<file path="src/rtl/div_if.sv">
// Divider handshake bundle: start/operands from the control unit, status/results back.
interface div_if #(
  parameter int WIDTH = 32
);
  logic             div_start;
  logic [WIDTH-1:0] dividend;
  logic [WIDTH-1:0] divisor;
  logic             div_busy;
  logic             div_done;
  logic             div_zero;
  logic [WIDTH-1:0] hi_out;
  logic [WIDTH-1:0] lo_out;

  // control unit side
  modport master (
    output div_start, dividend, divisor,
    input  div_busy, div_done, div_zero, hi_out, lo_out
  );

  // divider side
  modport slave (
    input  div_start, dividend, divisor,
    output div_busy, div_done, div_zero, hi_out, lo_out
  );
endinterface

</file>
<file path="src/rtl/div_unit.sv">
// Iterative signed restoring divider: one quotient bit per cycle on operand
// magnitudes, signs re-applied in a final fix-up cycle. LO = quotient, HI = remainder.
module div_unit #(
  parameter int WIDTH = 32
) (
  input  logic  clk,
  input  logic  reset,
  div_if.slave  bus
);
  localparam int CNT_W = $clog2(WIDTH);

  typedef enum logic [1:0] {IDLE, RUN, FIX, DONE} state_t;

  state_t           state, state_nxt;
  logic [WIDTH-1:0] q, rem, dmag;
  logic [WIDTH-1:0] rem_sh;
  logic             step_ge;
  logic             sign_a, sign_b;
  logic             zero;
  logic [CNT_W-1:0] cnt;
  logic [WIDTH-1:0] hi, lo;
  logic             busy, done;

  // Shift next dividend bit into the partial remainder. rem < |divisor| <= 2^(W-1),
  // so the shift never loses a set bit.
  assign rem_sh  = {rem[WIDTH-2:0], q[WIDTH-1]};
  assign step_ge = (rem_sh >= dmag);

  // State register
  always_ff @(posedge clk) begin
    if (reset) state <= IDLE;
    else       state <= state_nxt;
  end

  // Next-state: zero divisor skips straight to DONE; RUN leaves after the count==0 step
  always_comb begin
    state_nxt = state;
    case (state)
      IDLE: if (bus.div_start) state_nxt = (bus.divisor == '0) ? DONE : RUN;
      RUN:  if (cnt == '0)     state_nxt = FIX;
      FIX:                     state_nxt = DONE;
      DONE:                    state_nxt = IDLE;
      default:                 state_nxt = IDLE;
    endcase
  end

  // Status outputs decoded from state
  always_comb begin
    busy = 1'b0;
    done = 1'b0;
    case (state)
      RUN, FIX: busy = 1'b1;
      DONE:     done = 1'b1;
      default: ;
    endcase
  end

  // Datapath: operand capture, restoring steps, sign fix-up into HI/LO
  always_ff @(posedge clk) begin
    if (reset) begin
      q      <= '0;
      rem    <= '0;
      dmag   <= '0;
      sign_a <= 1'b0;
      sign_b <= 1'b0;
      zero   <= 1'b0;
      cnt    <= '0;
      hi     <= '0;
      lo     <= '0;
    end else begin
      case (state)
        IDLE: if (bus.div_start) begin
          sign_a <= bus.dividend[WIDTH-1];
          sign_b <= bus.divisor[WIDTH-1];
          // -2^(W-1) negates to itself, which is the right unsigned magnitude
          q      <= bus.dividend[WIDTH-1] ? -bus.dividend : bus.dividend;
          dmag   <= bus.divisor[WIDTH-1]  ? -bus.divisor  : bus.divisor;
          rem    <= '0;
          cnt    <= CNT_W'(WIDTH - 1);
          zero   <= (bus.divisor == '0);
        end
        RUN: begin
          rem <= step_ge ? (rem_sh - dmag) : rem_sh;
          q   <= {q[WIDTH-2:0], step_ge};
          cnt <= cnt - 1'b1;
        end
        FIX: begin
          lo <= (sign_a ^ sign_b) ? -q : q;
          hi <= sign_a ? -rem : rem;
        end
        default: ;
      endcase
    end
  end

  assign bus.div_busy = busy;
  assign bus.div_done = done;
  assign bus.div_zero = zero;
  assign bus.hi_out   = hi;
  assign bus.lo_out   = lo;
endmodule

</file>
<file path="src/flat_wrapper.sv">
// flat-port wrapper written by rule: the top's interface ports become plain ports
module div_unit_flat 
#(
  parameter int WIDTH = 32
)
  (clk, reset, bus_div_start, bus_dividend, bus_divisor, bus_div_busy, bus_div_done, bus_div_zero, bus_hi_out, bus_lo_out);
  div_if #(.WIDTH(WIDTH)) bus_i ();
  input  logic clk;
  input  logic reset;
  input wire logic [$bits(bus_i.div_start)-1:0] bus_div_start;
  input wire logic [$bits(bus_i.dividend)-1:0] bus_dividend;
  input wire logic [$bits(bus_i.divisor)-1:0] bus_divisor;
  output wire logic [$bits(bus_i.div_busy)-1:0] bus_div_busy;
  output wire logic [$bits(bus_i.div_done)-1:0] bus_div_done;
  output wire logic [$bits(bus_i.div_zero)-1:0] bus_div_zero;
  output wire logic [$bits(bus_i.hi_out)-1:0] bus_hi_out;
  output wire logic [$bits(bus_i.lo_out)-1:0] bus_lo_out;
  assign bus_i.div_start = bus_div_start;
  assign bus_i.dividend = bus_dividend;
  assign bus_i.divisor = bus_divisor;
  assign bus_div_busy = bus_i.div_busy;
  assign bus_div_done = bus_i.div_done;
  assign bus_div_zero = bus_i.div_zero;
  assign bus_hi_out = bus_i.hi_out;
  assign bus_lo_out = bus_i.lo_out;
  div_unit #(.WIDTH(WIDTH)) u_core (.clk(clk), .reset(reset), .bus(bus_i));
endmodule
</file>
<file path="config.mk">
export PLATFORM = sky130hd
export DESIGN_NAME = div_unit_flat
export DESIGN_NICKNAME = d
export VERILOG_FILES = /design/src/rtl/div_if.sv /design/src/rtl/div_unit.sv /design/src/flat_wrapper.sv
export SDC_FILE = /design/constraint.sdc
export NUM_CORES = 1
export LEC_CHECK = 0
export BUFFER_PORTS_ARGS = -buffer_cell sky130_fd_sc_hd__buf_2
export CAP_MARGIN = 20
export CORE_ASPECT_RATIO = 0.9
export CORE_UTILIZATION = 25
export CTS_BUF_LIST = sky130_fd_sc_hd__clkbuf_4 sky130_fd_sc_hd__clkbuf_8
export DETAILED_ROUTE_END_ITERATION = 8
export GPL_ROUTABILITY_DRIVEN = 0
export PLACE_DENSITY = 0.38
export REMOVE_ABC_BUFFERS = 1
export SETUP_SLACK_MARGIN = 0.5
export SYNTH_ARGS = -nofsm -noshare
export SYNTH_HDL_FRONTEND = slang
export SYNTH_SLANG_ARGS = --single-unit
</file>
<file path="constraint.sdc">
create_clock -name clk -period 5.5 [get_ports clk]
set_clock_uncertainty 0.1 [all_clocks]
set_input_delay 0.825 -clock clk [delete_from_list [all_inputs] [get_ports clk]]
set_output_delay 0.825 -clock clk [all_outputs]
set_load 0.01 [all_outputs]
</file>
# Yosys cells after proc, flatten, opt, wreduce, memory -nomap -nowiden
# Index checks and enable logic that the tools add are counted.
# word_totals
ff_bits	170
in_bits	67
output_inout_bits	67
# classes
addsub	6
magnitude_cmp	1
n_eq_ne	5
n_mux	17
bitwise_logic	1
n_reduce_logical	8
# ops
op	n
2-to-1 mux 32 bit	7
negation 32 bit	4
case mux 32 bit (2 select lines)	2
>= comparator 32 bit	1
zero test 32 bit	1
subtractor 32 bit	1
case mux 5 bit (2 select lines)	1
case mux 2 bit (4 select lines)	1
2-to-1 mux 2 bit	3
AND reduction 2 bit	3
zero test 5 bit	1
2-to-1 mux 5 bit	1
subtractor 5 x 1 -> 5 bit (second input constant)	1
equality test 2 bit (second input constant)	2
equality test 2 x 1 -> 1 bit (second input constant)	1
zero test 2 bit	1
2-to-1 mux 1 bit	2
inequality test 2 x 1 -> 1 bit (second input constant)	1
inequality test 2 bit (second input constant)	1
nonzero test 2 bit	1
OR reduction 2 bit	1
bitwise XOR 1 bit	1

# Longest topological paths before layout
# Gate-level depths: netlist of the first run.
# logic_depth
ltp_word	4
depth_mapped	13

# Least setup slack after synthesis of the first run
# Ideal clock, no wire load.
# synth_timing
kind	in2reg
start	input port bus_divisor[6]
end	register u_core.dmag[30]
arrival_ns	3.393
path_slack_ns	1.921
cell_stages	8
n_path_buf	0
cell_sequence	or4_4 or4_4 or4_4 or3_1 nand2b_4 o31ai_1 xor2_1 a211oi_1
# synth_via
elab_chain_cells	2
# synth_rtl
item	line	text
start, declared	flat_wrapper.sv:12	input wire logic [$bits(bus_i.divisor)-1:0] bus_divisor;
negation 32 bit	div_unit.sv:77	dmag <= bus.divisor[WIDTH-1] ? -bus.divisor : bus.divisor;
2-to-1 mux 32 bit	div_unit.sv:77	
end signal, assigned	div_unit.sv:77	
end, declared	div_unit.sv:15	logic [WIDTH-1:0] q, rem, dmag;
# Every way passes these cells.
# A chain may end at the register's enable or synchronous reset.

# Final worst setup path of the first run
# layout_timing
start	register u_core.q[31]
end	register u_core.rem[17]
# layout_via
elab_chain_cells	3
word_cells_on_any_way	4
classes_between	add/sub (1); order compare (1); mux (2)
# layout_rtl
item	line	text
start, declared	div_unit.sv:15	
start signal, assigned	div_unit.sv:76	q <= bus.dividend[WIDTH-1] ? -bus.dividend : bus.dividend;
start signal, assigned	div_unit.sv:84	q <= {q[WIDTH-2:0], step_ge};
subtractor 32 bit / >= comparator 32 bit (equally long branches)	div_unit.sv:83, div_unit.sv:27	
2-to-1 mux 32 bit *	div_unit.sv:83	rem <= step_ge ? (rem_sh - dmag) : rem_sh;
case mux 32 bit (2 select lines) *	div_unit.sv:71	case (state)
end signal, assigned	div_unit.sv:83	
end, declared	div_unit.sv:15	
# Every way passes the cells marked *; elsewhere a longest branch is shown, timed or not.

==> results of run 1 <==
==> layout by cell type, fill, tap and decap left out, types with 4 or more instances in the layout <==
| master | count |
|---|---|
| buf_2 | 132 |
| clkbuf_8 | 20 |
| or4_1 | 11 |
| xor2_1 | 98 |
| nor4_1 | 6 |
| o211ai_1 | 8 |
| buf_4 | 11 |
| nor3_1 | 20 |
| or4_4 | 5 |
| or2_2 | 8 |
| o21bai_1 | 4 |
| a21o_1 | 12 |
| o21ai_0 | 134 |
| mux2i_1 | 19 |
| nor2b_1 | 7 |
| and2_1 | 4 |
| nand2b_1 | 12 |
| nand4_1 | 6 |
| nand3_1 | 15 |
| o31ai_1 | 27 |
| nand2_1 | 173 |
| dfxtp_1 | 169 |
| a31oi_1 | 12 |
| o41ai_1 | 15 |
| o21a_1 | 6 |
| bufinv_16 | 5 |
| a311oi_1 | 9 |
| xnor2_1 | 43 |
| or3_1 | 22 |
| nor2_1 | 163 |
| a211oi_1 | 93 |
| inv_1 | 54 |
| a21oi_1 | 81 |
| ha_1 | 40 |
==> sequential cells by signal, indices dropped and copies added (netlist names) <==
register and cells:
u_core.q 32, u_core.bus.div_zero 1, u_core.bus.lo_out 32, u_core.dmag 32
u_core.cnt 5, u_core.sign_b 1, u_core.bus.hi_out 32, u_core.sign_a 1
u_core.rem 32, u_core.state 2
==> metal layers <==
metal	routed length, µm	part of all wire [%]
met5	0	0
met2	14900	43
met4	324	0.93
met1	18300	53
met3	1240	3.6
==> metrics by stage <==
stage	hold slack (ns)	total power [mW]	instance area, µm²	cells	util, %
floorplan	0.335	3.75	10400	1325	-
global placement	0.341	4.70	11900	2015	28.3
detailed placement	0.341	4.70	11900	2015	28.3
finish	0.360	5.77	12400	2047	29.4
global route	0.382	6.30	12400	2047	29.4
CTS	0.366	5.85	12400	2047	29.4
==> worst min-delay path, delay by kind of cell (launching register included) <==
family,cells,cell delay [ns]
flops,1,0.33
compound gates,1,0.06
simple gates,1,0.04
==> kinds of logic after synthesis <==
logic type,Yosys count,synth area share [%]
AOI/OAI and AO/OA,427,25.3
xor gates and xnor gates,142,11.6
adders and majority gates,43,5.07
buffers and inverters,140,4.88
DFF,170,31.6
muxes,19,1.77
and+or+nand+nor,470,19.8
==> power by group <==
group / leakage, nW / switching, mW / total, mW / internal, mW
registers: 1.39 / 0.314 / 1.91 / 1.60
clock network: 0.242 / 0.546 / 1.13 / 0.584
logic: 3.25 / 1.73 / 2.73 / 1.00
==> final cells by class <==
| class | instances | area share, % |
|---|---|---|
| tap | 547 | 5.52 |
| clock inverter | 12 | 1.69 |
| inverter | 54 | 1.64 |
| multi-input combinational | 1101 | 55.5 |
| timing repair buffer | 143 | 6.00 |
| clock buffer | 20 | 2.22 |
| sequential | 170 | 27.5 |
==> worst paths after layout <==
kind / start / end / slack, ns
setup / recovery: u_core.q[31]$_SDFFE_PP0P_ / u_core.rem[17]$_SDFFE_PP0P_ / 1.69
hold / removal: u_core.bus.lo_out[27]$_SDFFE_PP0P_ / u_core.bus.lo_out[27]$_SDFFE_PP0P_ / 0.36
setup reg to reg: u_core.q[31]$_SDFFE_PP0P_ / u_core.rem[17]$_SDFFE_PP0P_ / 1.69
hold reg to reg: u_core.bus.lo_out[27]$_SDFFE_PP0P_ / u_core.bus.lo_out[27]$_SDFFE_PP0P_ / 0.36
==> results.py, run 1 <==
metrics = {
    "floorplanning": {
        "io_pins": 134,
        "fp.dieArea_um2": 43900,
        "core_region_area_um2": 42100,
        "rows": 71,
        "start_util_pct": 25.6,
        "die_w_um": 221,
        "chipHeight_um": 199,
    },
    "global_route": {
        "grt-busiest-layer": "met2",
        "use_met3_pct": 3.01,
        "grt_pass1_vias": 9426,
        "grt_util_met2_pct": 24.5,
        "grt_pass1_wl_mm": 55.0,
        "grt_start_max_net_pins": 74,
        "grt_overflow": 0,
        "grtUsageTotal_pct": 16.3,
        "grt.met1_usage_pct": 23.8,
        "grt_antenna_before_repair": 1,
    },
    "run": {
        "drv_cap": 0,
    },
    "clock_network": {
        "clk_pin_slew_ns": 0.11,
        "htree_num_levels": 4,
        "cts_tree": "done",
        "cts_max_path_buffers": 2,
        "cts_resized": 0,
        "cts_hold_buf": 0,
        "clock-sinks": 170,
        "post_cts_buffers": 0,
        "insertion_delay_ns": 0.51,
        "clk_root_buffer_cell": "clkbuf_8",
        "cts_buffers": 17,
    },
    "critical_path": {
        "critPathTopFamily": "compound AO/OA/AOI/OAI gates",
        "critPathCaptureType": "flip-flop",
        "crit_fanout": 25,
        "worstPathCellList": "inv_1 > ha_1 > fa_1 > nor2b_1 > o21bai_1 > and3b_1 > o21bai_1 > o311ai_0 > nand2_1 > buf_4 > mux2i_1 > o21ai_0",
        "cp_common_cell": "o21bai_1",
        "crit_buf_inv": 2,
        "worst-endpoint-arrival_ns": 4.09,
        "critPathRequiredTime_ns": 5.78,
        "cpPeakStageDelay_ns": 0.55,
        "path_depth": 12,
        "startpoint_type": "flip-flop",
        "worst-setup-path-type": "reg -> reg",
        "cp_slowest_cell": "nand2_1",
        "rr_worst_depth": 12,
    },
    "final_layout": {
        "multi_input_area_um2": 6880,
        "fin_nets": 1597,
        "layout-drive-gt1-share_pct": 13.5,
        "nFillCells": 4638,
        "syn_to_final_growth_pct": 15.2,
        "antenna_cells": 0,
        "seqCellArea_um2": 3400,
    },
    "synthesis": {
        "synth_area_leader_cell": "dfxtp_1",
        "yosys-top-cells-count": "173 x nand2_1, 170 x dfxtp_1, 164 x nor2_1",
        "synth_top_area_share_pct": 31.6,
        "synth-async-reset-ratio_pct": 0,
        "synth-edff-count": 0,
        "synthMostInstantiatedCell": "nand2_1",
        "synth.distinct_cells": 58,
        "synth-seq-cells": 170,
        "synthTopCellsByArea": "dfxtp_1 32%, xor2_1 8.0%, a211oi_1 6.5%",
        "synthCells": 1411,
        "synth_ff_type": "dfxtp_1",
        "syn_area_per_cell_um2": 7.63,
        "yosys_warnings": 0,
        "synth_area_um2": 10800,
        "synth_seq_area_share_pct": 31.6,
    },
    "status": {
        "violations": "DRC",
        "status": "finished with violations",
    },
    "routing": {
        "drtAntennaViolNets": 0,
        "dr.pass1.iters": 7,
        "first_iter_violations": 610,
        "wl_per_cell_um": 17.0,
        "num_vias": 9991,
        "drc": 6,
        "drt_wl_total_mm": 34.8,
        "avgViaCountPerCell": 4.88,
    },
    "power": {
        "p_per_area_nw_per_um2": 466,
        "leakage_nw": 4.88,
        "ir_drop_v": 0.000184,
    },
    "placed_design": {
        "dp_hpwl_mm": 25.4,
        "pre_cts_slack_ns": 1.47,
        "port_buffers": 133,
    },
    "sta": {
        "slew_viol_final": 0,
        "tightest_slew_ns": 1.06,
        "rsz0062_at_grt": "false",
        "worst_slack_ns": 1.69,
        "slew_headroom_pct": 29.2,
        "setup-violations-final": 0,
        "fmaxAchievable_mhz": 263,
        "fin_crit_sh_pct": 69.3,
        "min_period_ns": 3.81,
        "finalHoldViolCount": 0,
        "tns_ns": 0,
    },
    "hold_path": {
        "whs_path_depth": 2,
        "min_path_type": "reg -> reg",
    },
}
No activity file was read; power rests on OpenSTA's default activity.
==> inputs of run 2 (changes only) <==
ABC_AREA = 1   (was unset)
PLACE_DENSITY = 0.39   (was 0.38)
clock period = 3.3 ns   (was 5.5 ns; I/O delays follow)
==> run 2 against run 1 <==
Against the previous run: flip-flop and latch count stayed put; synthesized area is 19% higher; non-clock buffer count is 15 higher; hold slack worse by 0.20 ns; the flow now finishes without violations; critical path depth is 3 higher; global-route usage is 1.6 points higher; synthesized cell count is 52% higher.
==> results.py, run 2 <==
metrics = {
    "critical_path": {
        "critPathRequiredTime_ns": 3.58,
        "worst-setup-path-type": "reg -> reg",
        "critPathCaptureType": "flip-flop",
        "critPathTopFamily": "simple AND/OR/NAND/NOR gates",
        "worstPathCellList": "inv_1 > ha_1 > fa_1 > inv_1 > nand2_1 > nand2_1 > nand3_1 > nand2_2 > nand2_2 > nand3_2 > nand2_8 > nand2_4 > nand3_1 > nand2_1 > a21oi_2",
        "crit_fanout": 20,
        "cpPeakStageDelay_ns": 0.40,
        "cp_slowest_cell": "fa_1",
        "worst-endpoint-arrival_ns": 2.87,
        "crit_buf_inv": 2,
        "cp_common_cell": "nand2_1",
        "startpoint_type": "flip-flop",
    },
    "sta": {
        "fmaxAchievable_mhz": 387,
        "slew_viol_final": 0,
        "whs_ns": 0.162,
        "rsz0062_at_grt": "false",
        "tightest_slew_ns": 0.802,
        "min_period_ns": 2.59,
        "setup-violations-final": 0,
        "fin_crit_sh_pct": 78.4,
        "slew_headroom_pct": 46.0,
        "finalHoldViolCount": 0,
    },
    "global_route": {
        "grt_pass1_vias": 12600,
        "grt_pass1_wl_mm": 72.3,
        "grt_overflow": 0,
        "grt_antenna_before_repair": 0,
        "grtUsageTotal_pct": 17.9,
        "grt_start_max_net_pins": 63,
    },
    "routing": {
        "drc": 0,
        "wl_per_cell_um": 15.8,
        "drtAntennaViolNets": 0,
        "num_vias": 13400,
        "dr.pass1.iters": 6,
        "first_iter_violations": 930,
        "drt_wl_total_mm": 46.3,
        "avgViaCountPerCell": 4.57,
    },
    "synthesis": {
        "synth-edff-count": 0,
        "synth-seq-cells": 170,
        "yosys_warnings": 0,
        "synthMostInstantiatedCell": "nand2_1",
        "synthTopCellsByArea": "dfxtp_1 27%, nand2_1 17%, inv_1 10%",
        "synth_seq_area_share_pct": 26.6,
        "synthCells": 2144,
        "synth.distinct_cells": 44,
        "synth_top_area_share_pct": 26.6,
        "synth_area_um2": 12800,
        "syn_area_per_cell_um2": 5.97,
        "synth_ff_type": "dfxtp_1",
        "synth_area_leader_cell": "dfxtp_1",
        "yosys-top-cells-count": "571 x nand2_1, 349 x inv_1, 222 x nor2_1",
        "synth-async-reset-ratio_pct": 0,
    },
    "clock_network": {
        "cts_buffers": 17,
        "cts_max_path_buffers": 2,
        "clock-sinks": 170,
        "clk_pin_slew_ns": 0.11,
        "clk_root_buffer_cell": "clkbuf_8",
        "cts_tree": "done",
        "cts_hold_buf": 0,
        "insertion_delay_ns": 0.52,
        "htree_num_levels": 4,
    },
    "power": {
        "p_per_area_nw_per_um2": 738,
        "leakage_nw": 7.45,
        "ir_drop_v": 0.000330,
        "finalPower_mw": 10.8,
    },
    "placed_design": {
        "dp_hpwl_mm": 36.1,
        "dp.cells": 2899,
        "port_buffers": 133,
    },
    "floorplanning": {
        "die_w_um": 241,
        "rows": 78,
        "chipHeight_um": 217,
        "fp.dieArea_um2": 52100,
        "start_util_pct": 25.4,
        "core_region_area_um2": 50500,
        "io_pins": 134,
    },
    "final_layout": {
        "layout_commonest_cell": "nand2_1",
        "layout-drive-gt1-share_pct": 10.3,
        "mostFrequentLayoutCells": "571 x nand2_1, 349 x inv_1, 221 x nor2_1, 170 x dfxtp_1, 160 x a21oi_1",
        "final_cells": 2932,
        "final_util_pct": 28.9,
        "antenna_cells": 0,
        "nFillCells": 5757,
        "syn_to_final_growth_pct": 14.0,
        "fin_nets": 2350,
    },
    "status": {
        "status": "finished clean",
    },
    "hold_path": {
        "min_path_type": "in -> reg",
    },
    "run": {
        "drv_cap": 0,
    },
}
[run 2: cells by family (layout without fill, tap and decap cells)]
family | count (synthesis) | in the layout | share of synthesized area [%]
DFF | 170 | 170 | 26.6
buffers and inverters | 438 | 545 | 13.3
adders and majority gates | 43 | 43 | 4.26
AOI/OAI and AO/OA | 360 | 360 | 15.7
and+or+nand+nor | 1054 | 1055 | 34.7
xor gates and xnor gates | 79 | 79 | 5.41
[run 2: area by class of cell]
cell class                 instances  area [µm²]  area share (%)
clock buffer                      20         263            1.80
clock inverter                    11         114           0.780
inverter                         356        1340            9.15
multi-input combinational       1537        7740            53.0
sequential                       170        3400            23.3
tap                              680         851            5.83
timing repair buffer             158         888            6.09
[run 2: report_power, final]
group          internal [mW]  total (mW)  switching [mW]
logic                   1.97        6.13            4.16
clock network          0.640        1.55           0.911
registers               2.63        3.09           0.459
[run 2: worst min-delay path: stages]
cell     delay, ns
buf_2         0.11
a21oi_1       0.07
nor2_1        0.07
[run 2: timing repair]
action,in CTS,in global routing
gates resized for setup,0,4
setup endpoints to repair,0,33
setup buffers,0,1
[run 2: routing by layer]
| layer | up-vias | routed length [µm] | track usage [%] |
|---|---|---|---|
| met5 | - | 0 | 0 |
| met4 | 0 | 770 | 4.54 |
| met3 | 35 | 1950 | 2.81 |
| met2 | 282 | 19900 | 27.5 |
| met1 | 6071 | 23600 | 25.7 |
| li1 | 7022 | - | - |
[run 2: final timing paths]
check | end | from | slack (ns) | cells past startpoint
max | u_core.rem[26]$_SDFFE_PP0P_ | u_core.q[31]$_SDFFE_PP0P_ | 0.71 | 15
min | u_core.dmag[14]$_SDFFE_PP0P_ | bus_divisor[14] | 0.16 | 3
max reg2reg | u_core.rem[26]$_SDFFE_PP0P_ | u_core.q[31]$_SDFFE_PP0P_ | 0.71 | 15
min reg2reg | u_core.q[12]$_SDFFE_PP0P_ | u_core.q[12]$_SDFFE_PP0P_ | 0.38 | 2
[run 2: stage by stage]
stage | setup TNS (ns) | instance area [µm²] | setup slack (ns)
2_1_floorplan | -1.84 | 12400 | -0.265
3_3_place_gp | 0 | 14200 | 0.369
3_5_place_dp | 0 | 14200 | 0.433
4_1_cts | 0 | 14600 | 0.568
5_1_grt | 0 | 14600 | 0.512
6_report | 0 | 14600 | 0.714
